===== config.mk =====
export PLATFORM = sky130hd
export DESIGN_NAME = hilo_muldiv
export DESIGN_NICKNAME = d
export VERILOG_FILES = /design/src/rtl/hilo_pkg.sv /design/src/rtl/div_iter_unsigned.sv /design/src/rtl/hilo_muldiv.sv
export SDC_FILE = /design/constraint.sdc
export NUM_CORES = 2
export LEC_CHECK = 0
export CAP_MARGIN = 30
export CORE_MARGIN = 5
export CORE_UTILIZATION = 35
export DETAILED_ROUTE_END_ITERATION = 16
export PLACE_DENSITY_LB_ADDON = 0.2
export SKIP_CTS_REPAIR_TIMING = 1
export SLEW_MARGIN = 20
export SYNTH_ARGS = -nofsm -noshare
export SYNTH_HDL_FRONTEND = slang
export SYNTH_HIERARCHICAL = 1
export SYNTH_SLANG_ARGS = --single-unit

===== constraint.sdc =====
create_clock -name clk -period 10.1 [get_ports clk]
set_input_delay 2.02 -clock clk [delete_from_list [all_inputs] [get_ports clk]]
set_output_delay 2.02 -clock clk [all_outputs]
set_load 0.05 [all_outputs]

===== src/rtl/hilo_pkg.sv =====
// Shared op codes and FSM state encoding for the HI/LO mul/div unit.
package hilo_pkg;

  localparam int unsigned OP_NOP   = 0;
  localparam int unsigned OP_MULT  = 1;
  localparam int unsigned OP_MULTU = 2;
  localparam int unsigned OP_DIV   = 3;
  localparam int unsigned OP_DIVU  = 4;
  localparam int unsigned OP_MTHI  = 5;
  localparam int unsigned OP_MTLO  = 6;

  typedef enum logic [1:0] {
    S_IDLE,
    S_MUL,
    S_DIV,
    S_FIX
  } state_e;

endpackage


===== src/rtl/div_iter_unsigned.sv =====
// Unsigned restoring divider core: start loads operands, each step retires one quotient bit.
module div_iter_unsigned #(
  parameter int unsigned DATA_W = 32
) (
  input  logic              clk,
  input  logic              rst,
  input  logic              start,
  input  logic              step,
  input  logic [DATA_W-1:0] dividend,
  input  logic [DATA_W-1:0] divisor,
  output logic [DATA_W-1:0] quotient,
  output logic [DATA_W-1:0] remainder
);

  logic [DATA_W-1:0] rem_q, rem_d;
  logic [DATA_W-1:0] quo_q, quo_d;
  logic [DATA_W-1:0] dsr_q, dsr_d;
  logic [DATA_W:0]   shifted;
  logic [DATA_W:0]   trial;

  // Quotient register doubles as the dividend shift register.
  always_comb begin
    shifted = {rem_q, quo_q[DATA_W-1]};
    trial   = shifted - {1'b0, dsr_q};
    rem_d   = rem_q;
    quo_d   = quo_q;
    dsr_d   = dsr_q;
    if (start) begin
      rem_d = '0;
      quo_d = dividend;
      dsr_d = divisor;
    end else if (step) begin
      // Top bit of the trial set means the subtract went negative: restore.
      if (trial[DATA_W]) begin
        rem_d = shifted[DATA_W-1:0];
        quo_d = {quo_q[DATA_W-2:0], 1'b0};
      end else begin
        rem_d = trial[DATA_W-1:0];
        quo_d = {quo_q[DATA_W-2:0], 1'b1};
      end
    end
  end

  always_ff @(posedge clk) begin
    if (rst) begin
      rem_q <= '0;
      quo_q <= '0;
      dsr_q <= '0;
    end else begin
      rem_q <= rem_d;
      quo_q <= quo_d;
      dsr_q <= dsr_d;
    end
  end

  assign quotient  = quo_q;
  assign remainder = rem_q;

endmodule


===== src/rtl/hilo_muldiv.sv =====
// Architectural HI/LO registers with a 2-cycle multiplier and iterative divider.
module hilo_muldiv
  import hilo_pkg::*;
#(
  parameter int unsigned DATA_W = 32,
  parameter int unsigned OP_W   = 3
) (
  input  logic              clk,
  input  logic              rst,
  input  logic              op_valid,
  output logic              op_ready,
  input  logic [OP_W-1:0]   op_code,
  input  logic [DATA_W-1:0] src_a,
  input  logic [DATA_W-1:0] src_b,
  input  logic              flush,
  output logic              busy,
  output logic              done,
  output logic [DATA_W-1:0] hi_o,
  output logic [DATA_W-1:0] lo_o
);

  localparam int unsigned CntW = $clog2(DATA_W + 1);

  state_e            state_q, state_d;
  logic [DATA_W-1:0] hi_q, hi_d, lo_q, lo_d;
  logic              done_q, done_d;
  logic [CntW-1:0]   cnt_q, cnt_d;
  logic [DATA_W-1:0] mul_a_q, mul_a_d, mul_b_q, mul_b_d;
  logic              mul_sgn_q, mul_sgn_d;
  logic              q_neg_q, q_neg_d, r_neg_q, r_neg_d;
  logic              dz_q, dz_d;
  logic [DATA_W-1:0] dz_a_q, dz_a_d;

  logic                accept;
  logic                is_div, is_sdiv, a_neg, b_neg;
  logic [DATA_W-1:0]   abs_a, abs_b;
  logic [2*DATA_W-1:0] mul_a_ext, mul_b_ext, prod;
  logic [DATA_W-1:0]   quo, rem;
  logic                div_start, div_step;

  assign op_ready = (state_q == S_IDLE);
  assign busy     = !op_ready;
  assign done     = done_q;
  assign hi_o     = hi_q;
  assign lo_o     = lo_q;

  assign accept  = op_valid && op_ready && !flush;
  assign is_sdiv = (op_code == OP_W'(OP_DIV));
  assign is_div  = is_sdiv || (op_code == OP_W'(OP_DIVU));
  assign a_neg   = is_sdiv && src_a[DATA_W-1];
  assign b_neg   = is_sdiv && src_b[DATA_W-1];
  // Negating MIN wraps back to MIN, which is the correct unsigned magnitude.
  assign abs_a   = a_neg ? -src_a : src_a;
  assign abs_b   = b_neg ? -src_b : src_b;

  // Sign-extend to full product width so one unsigned multiply serves both flavours.
  assign mul_a_ext = {{DATA_W{mul_sgn_q & mul_a_q[DATA_W-1]}}, mul_a_q};
  assign mul_b_ext = {{DATA_W{mul_sgn_q & mul_b_q[DATA_W-1]}}, mul_b_q};
  assign prod      = mul_a_ext * mul_b_ext;

  assign div_start = accept && is_div;
  assign div_step  = (state_q == S_DIV) && !flush;

  div_iter_unsigned #(
    .DATA_W (DATA_W)
  ) u_div (
    .clk       (clk),
    .rst       (rst),
    .start     (div_start),
    .step      (div_step),
    .dividend  (abs_a),
    .divisor   (abs_b),
    .quotient  (quo),
    .remainder (rem)
  );

  always_comb begin
    state_d   = state_q;
    hi_d      = hi_q;
    lo_d      = lo_q;
    done_d    = 1'b0;
    cnt_d     = cnt_q;
    mul_a_d   = mul_a_q;
    mul_b_d   = mul_b_q;
    mul_sgn_d = mul_sgn_q;
    q_neg_d   = q_neg_q;
    r_neg_d   = r_neg_q;
    dz_d      = dz_q;
    dz_a_d    = dz_a_q;
    unique case (state_q)
      S_IDLE: begin
        if (accept) begin
          case (op_code)
            OP_W'(OP_MULT), OP_W'(OP_MULTU): begin
              mul_a_d   = src_a;
              mul_b_d   = src_b;
              mul_sgn_d = (op_code == OP_W'(OP_MULT));
              state_d   = S_MUL;
            end
            OP_W'(OP_DIV), OP_W'(OP_DIVU): begin
              q_neg_d = a_neg ^ b_neg;
              r_neg_d = a_neg;
              dz_d    = (src_b == '0);
              dz_a_d  = src_a;
              cnt_d   = CntW'(DATA_W);
              state_d = S_DIV;
            end
            OP_W'(OP_MTHI): hi_d = src_a;
            OP_W'(OP_MTLO): lo_d = src_a;
            default: ;
          endcase
        end
      end
      S_MUL: begin
        state_d = S_IDLE;
        if (!flush) begin
          {hi_d, lo_d} = prod;
          done_d       = 1'b1;
        end
      end
      S_DIV: begin
        if (flush) begin
          state_d = S_IDLE;
        end else begin
          cnt_d = cnt_q - CntW'(1);
          if (cnt_q == CntW'(1)) state_d = S_FIX;
        end
      end
      S_FIX: begin
        state_d = S_IDLE;
        if (!flush) begin
          done_d = 1'b1;
          if (dz_q) begin
            lo_d = '1;
            hi_d = dz_a_q;
          end else begin
            lo_d = q_neg_q ? -quo : quo;
            hi_d = r_neg_q ? -rem : rem;
          end
        end
      end
      default: state_d = S_IDLE;
    endcase
  end

  always_ff @(posedge clk) begin
    if (rst) begin
      state_q   <= S_IDLE;
      hi_q      <= '0;
      lo_q      <= '0;
      done_q    <= 1'b0;
      cnt_q     <= '0;
      mul_a_q   <= '0;
      mul_b_q   <= '0;
      mul_sgn_q <= 1'b0;
      q_neg_q   <= 1'b0;
      r_neg_q   <= 1'b0;
      dz_q      <= 1'b0;
      dz_a_q    <= '0;
    end else begin
      state_q   <= state_d;
      hi_q      <= hi_d;
      lo_q      <= lo_d;
      done_q    <= done_d;
      cnt_q     <= cnt_d;
      mul_a_q   <= mul_a_d;
      mul_b_q   <= mul_b_d;
      mul_sgn_q <= mul_sgn_d;
      q_neg_q   <= q_neg_d;
      r_neg_q   <= r_neg_d;
      dz_q      <= dz_d;
      dz_a_q    <= dz_a_d;
    end
  end

endmodule

==> results.tsv <==
metric	value	unit
run_status	completed	
p_int	2.07	mW
synthesized_net_count	7784	
yosys-top-cells-count	sky130_fd_sc_hd__inv_1 (1189), sky130_fd_sc_hd__fa_1 (1126), sky130_fd_sc_hd__nand2_1 (1079)	
place.gp.congestion	0.889	
floorplan.core_area	154000	sq um
number_of_synthesized_register_bits	269	
initial_utilization	0.351	
power.static_leakage	26.7	nW
p_comb_frac	0.235	
maximum_cell_stage_delay_along_the_critical_path	850	ps
clock_insertion_delay_worst_skew	560	ps
finalSetupTns	0	ps
critical_path_arrival	9570	ps
critPathLaunchType	flop	
post_synth_instance_area	54000	sq um
post_drt_wl_per_cell	20.7	um
dr.pass1.iters	6	
stdcell_count	8315	
final_period_minus_worst_setup_slack	9070	ps
dieWidth	403	um
synthesis.yosys.warnings	6	
num_io_pins	138	
globalRouteMet3Util	0.0186	
yosys.cell_count.top_type	sky130_fd_sc_hd__inv_1	
skew	36.3	ps
buffer_ports.inserted	137	
rsz0062_at_grt	false	
chipHeight	403	um
totalWireLength	172000	um
grt.total_usage	0.213	
overflow	0	
clockPowerShare	0.397	
place_hpwl	142000	um
clkSlewWorstSetupHoldPaths	60	ps
hp-start	hi_o[1]	
seq_power_share	0.368	
grt_first_pass_wirelength	271000	um
final_core_util	0.381	
commonest_register_cell_after_synthesis	sky130_fd_sc_hd__dfxtp_1	
timing.critical_path.fanout_max	19	
route.detailed.drc	0	
yosysTopAreaCellShare	0.418	
std_cell_rows	144	
timing.final.ws_setup	1030	ps
switchingPower	1.05	mW
maxClockFrequency	0.110	GHz
vias	42400	
first_global_vias	44700	
timing.critical_path.required	10600	ps
switching_share	0.337	
ctsLongestPathBuffers	3	
total_power	3.12	mW
layout_worst_path_cycle_share	0.898	
setup_slack_at_placement	950	ps
yosys.area.top_type	sky130_fd_sc_hd__fa_1	
htree_num_levels	2	
worstHoldPathType	reg -> reg	
top_cell_by_count_worst_path	sky130_fd_sc_hd__fa_1	
post-route-cell-area	58600	sq um
final_stage_net_count	7695	
clock-sinks	269	
slew_headroom	0.319	
drt.antenna.violating_nets	0	
grt_antenna_before_repair	6	
cap_violations	0	
crit_path_start	mul_b_q[9]	
synth_top_cells_by_area	sky130_fd_sc_hd__fa_1 (42%), sky130_fd_sc_hd__dfxtp_1 (10%), sky130_fd_sc_hd__inv_1 (8.3%), sky130_fd_sc_hd__nand2_1 (7.5%), sky130_fd_sc_hd__ha_1 (5.8%)	
cts_made_buffers	34	
crit_path_top_delay_cell	sky130_fd_sc_hd__dfxtp_1	
reg2reg_from	mul_b_q[9]	
syn-mean-instance-area	8.52	sq um
routed_via_density	5.10	
critical_path_class	reg -> reg	
drive_above_1_share	0.0375	
dpl-instance-area	57500	sq um
most_crowded_layer_after_global_routing	met2	
post_synth_num_cell_types	87	
hold_viol	0	
dieArea	162000	sq um
synth_sequential_area_ratio	0.0998	
grt_met2_usage	0.367	
worst_tran_pin_value	1010	ps
peakVddDrop	0.120	mV
placed_cells	8252	
final-max-slew-violation-count	0	
grt_max_degree	148	
finalHoldWorstSlack	449	ps
netlist_instances	6337	
detailedRoute.firstIterationViolations	3012	
report.final.setup_viol	0	
tritoncts	built	
areaGrowthSynthToFinish	8.55	%
async_flop_share	0	
power-per-cell-area	53.3	nW/um^2
synth-edff-count	0	
critPathCaptureType	flop	
cts_root_buffer	sky130_fd_sc_hd__clkbuf_16	
grt.met1_usage	0.292	
num_antenna_cells	0	
[logic make-up after synthesis]
family,share of synthesized area
buf+inv,0.112
compound gates,0.0935
simple gates,0.168
xor+xnor,0.0339
mux,0.0175
flops,0.0998
fa+ha+maj,0.476
[power groups by stage]
| stage | sequential [mW] | combinational [mW] | clock, mW |
|---|---|---|---|
| finish | 1.15 | 0.735 | 1.24 |
| global route | 1.15 | 0.788 | 1.30 |
| CTS | 1.15 | 0.728 | 1.26 |
| detailed placement | 1.17 | 0.725 | 0 |
| global placement | 1.18 | 0.717 | 0 |
| floorplan | 1.18 | 0.446 | 0 |
[layout by cell type (no fill, tap or decap), types with 20 or more instances in the layout]
| master | synthesis | layout |
|---|---|---|
| sky130_fd_sc_hd__inv_1 | 1189 | 1188 |
| sky130_fd_sc_hd__fa_1 | 1126 | 1126 |
| sky130_fd_sc_hd__nand2_1 | 1079 | 1079 |
| sky130_fd_sc_hd__and2_1 | 355 | 355 |
| sky130_fd_sc_hd__a21oi_1 | 319 | 318 |
| sky130_fd_sc_hd__nor2_1 | 282 | 282 |
| sky130_fd_sc_hd__dfxtp_1 | 269 | 256 |
| sky130_fd_sc_hd__ha_1 | 250 | 250 |
| sky130_fd_sc_hd__o21ai_0 | 154 | 154 |
| sky130_fd_sc_hd__clkdlybuf4s50_1 | 0 | 136 |
| sky130_fd_sc_hd__xnor2_1 | 119 | 119 |
| sky130_fd_sc_hd__buf_4 | 2 | 115 |
| sky130_fd_sc_hd__mux2i_1 | 92 | 92 |
| sky130_fd_sc_hd__xor2_1 | 90 | 90 |
| sky130_fd_sc_hd__nor3_1 | 48 | 47 |
| sky130_fd_sc_hd__nand3_1 | 42 | 42 |
| sky130_fd_sc_hd__a21o_1 | 43 | 42 |
| sky130_fd_sc_hd__o211ai_1 | 39 | 39 |
| sky130_fd_sc_hd__clkbuf_16 | 0 | 35 |
| sky130_fd_sc_hd__and3_1 | 34 | 34 |
| sky130_fd_sc_hd__o31ai_1 | 34 | 34 |
| sky130_fd_sc_hd__nand2b_1 | 25 | 25 |
| sky130_fd_sc_hd__a211oi_1 | 25 | 25 |
| sky130_fd_sc_hd__nand4_1 | 24 | 24 |
| sky130_fd_sc_hd__a31oi_1 | 21 | 21 |
| sky130_fd_sc_hd__o21a_1 | 20 | 20 |
| sky130_fd_sc_hd__a311oi_1 | 20 | 20 |
[state kept, by name (all words and copies together) (netlist names)]
name             flops
cnt_q                6
q_neg_q              1
u_div/remainder     32
lo_o                32
mul_sgn_q            1
state_q              2
u_div/dsr_q         32
mul_b_q             32
hi_o                32
done                 1
r_neg_q              1
dz_q                 1
u_div/quotient      32
dz_a_q              32
mul_a_q             32
[cell type report]
| cell class | instances | area [sq um] |
|---|---|---|
| fill | 15800 | 95100 |
| multi-input combinational | 4483 | 42600 |
| sequential | 269 | 5400 |
| inverter | 1191 | 4470 |
| tap | 2044 | 2560 |
| timing repair buffer | 269 | 2480 |
| clock buffer | 49 | 978 |
| clock inverter | 10 | 106 |
[path summary, 6_finish.rpt]
path / slack [ps] / end / cells past startpoint
worst max-delay path: 1030 / hi_o[13] / 26
worst min-delay path: 450 / hi_o[1] / 2
worst max register to register: 1030 / hi_o[13] / 26
worst min register to register: 450 / hi_o[1] / 2
[critical path, delay by kind of cell (launching register included)]
family                     cells  cell delay, ps
adders and majority gates      9            4460
AOI/OAI and AO/OA              7            2350
DFF                            1             850
buffers and inverters          6             790
and+or+nand+nor                4             520
[layer usage]
| layer | wire [um] | vias to the layer above |
|---|---|---|
| met1 | 74900 | 21900 |
| li1 | - | 19200 |
| met2 | 84100 | 1105 |
| met5 | 39 | - |
| met3 | 8330 | 194 |
| met4 | 4700 | 4 |
Power figures use the tool's default switching activity.
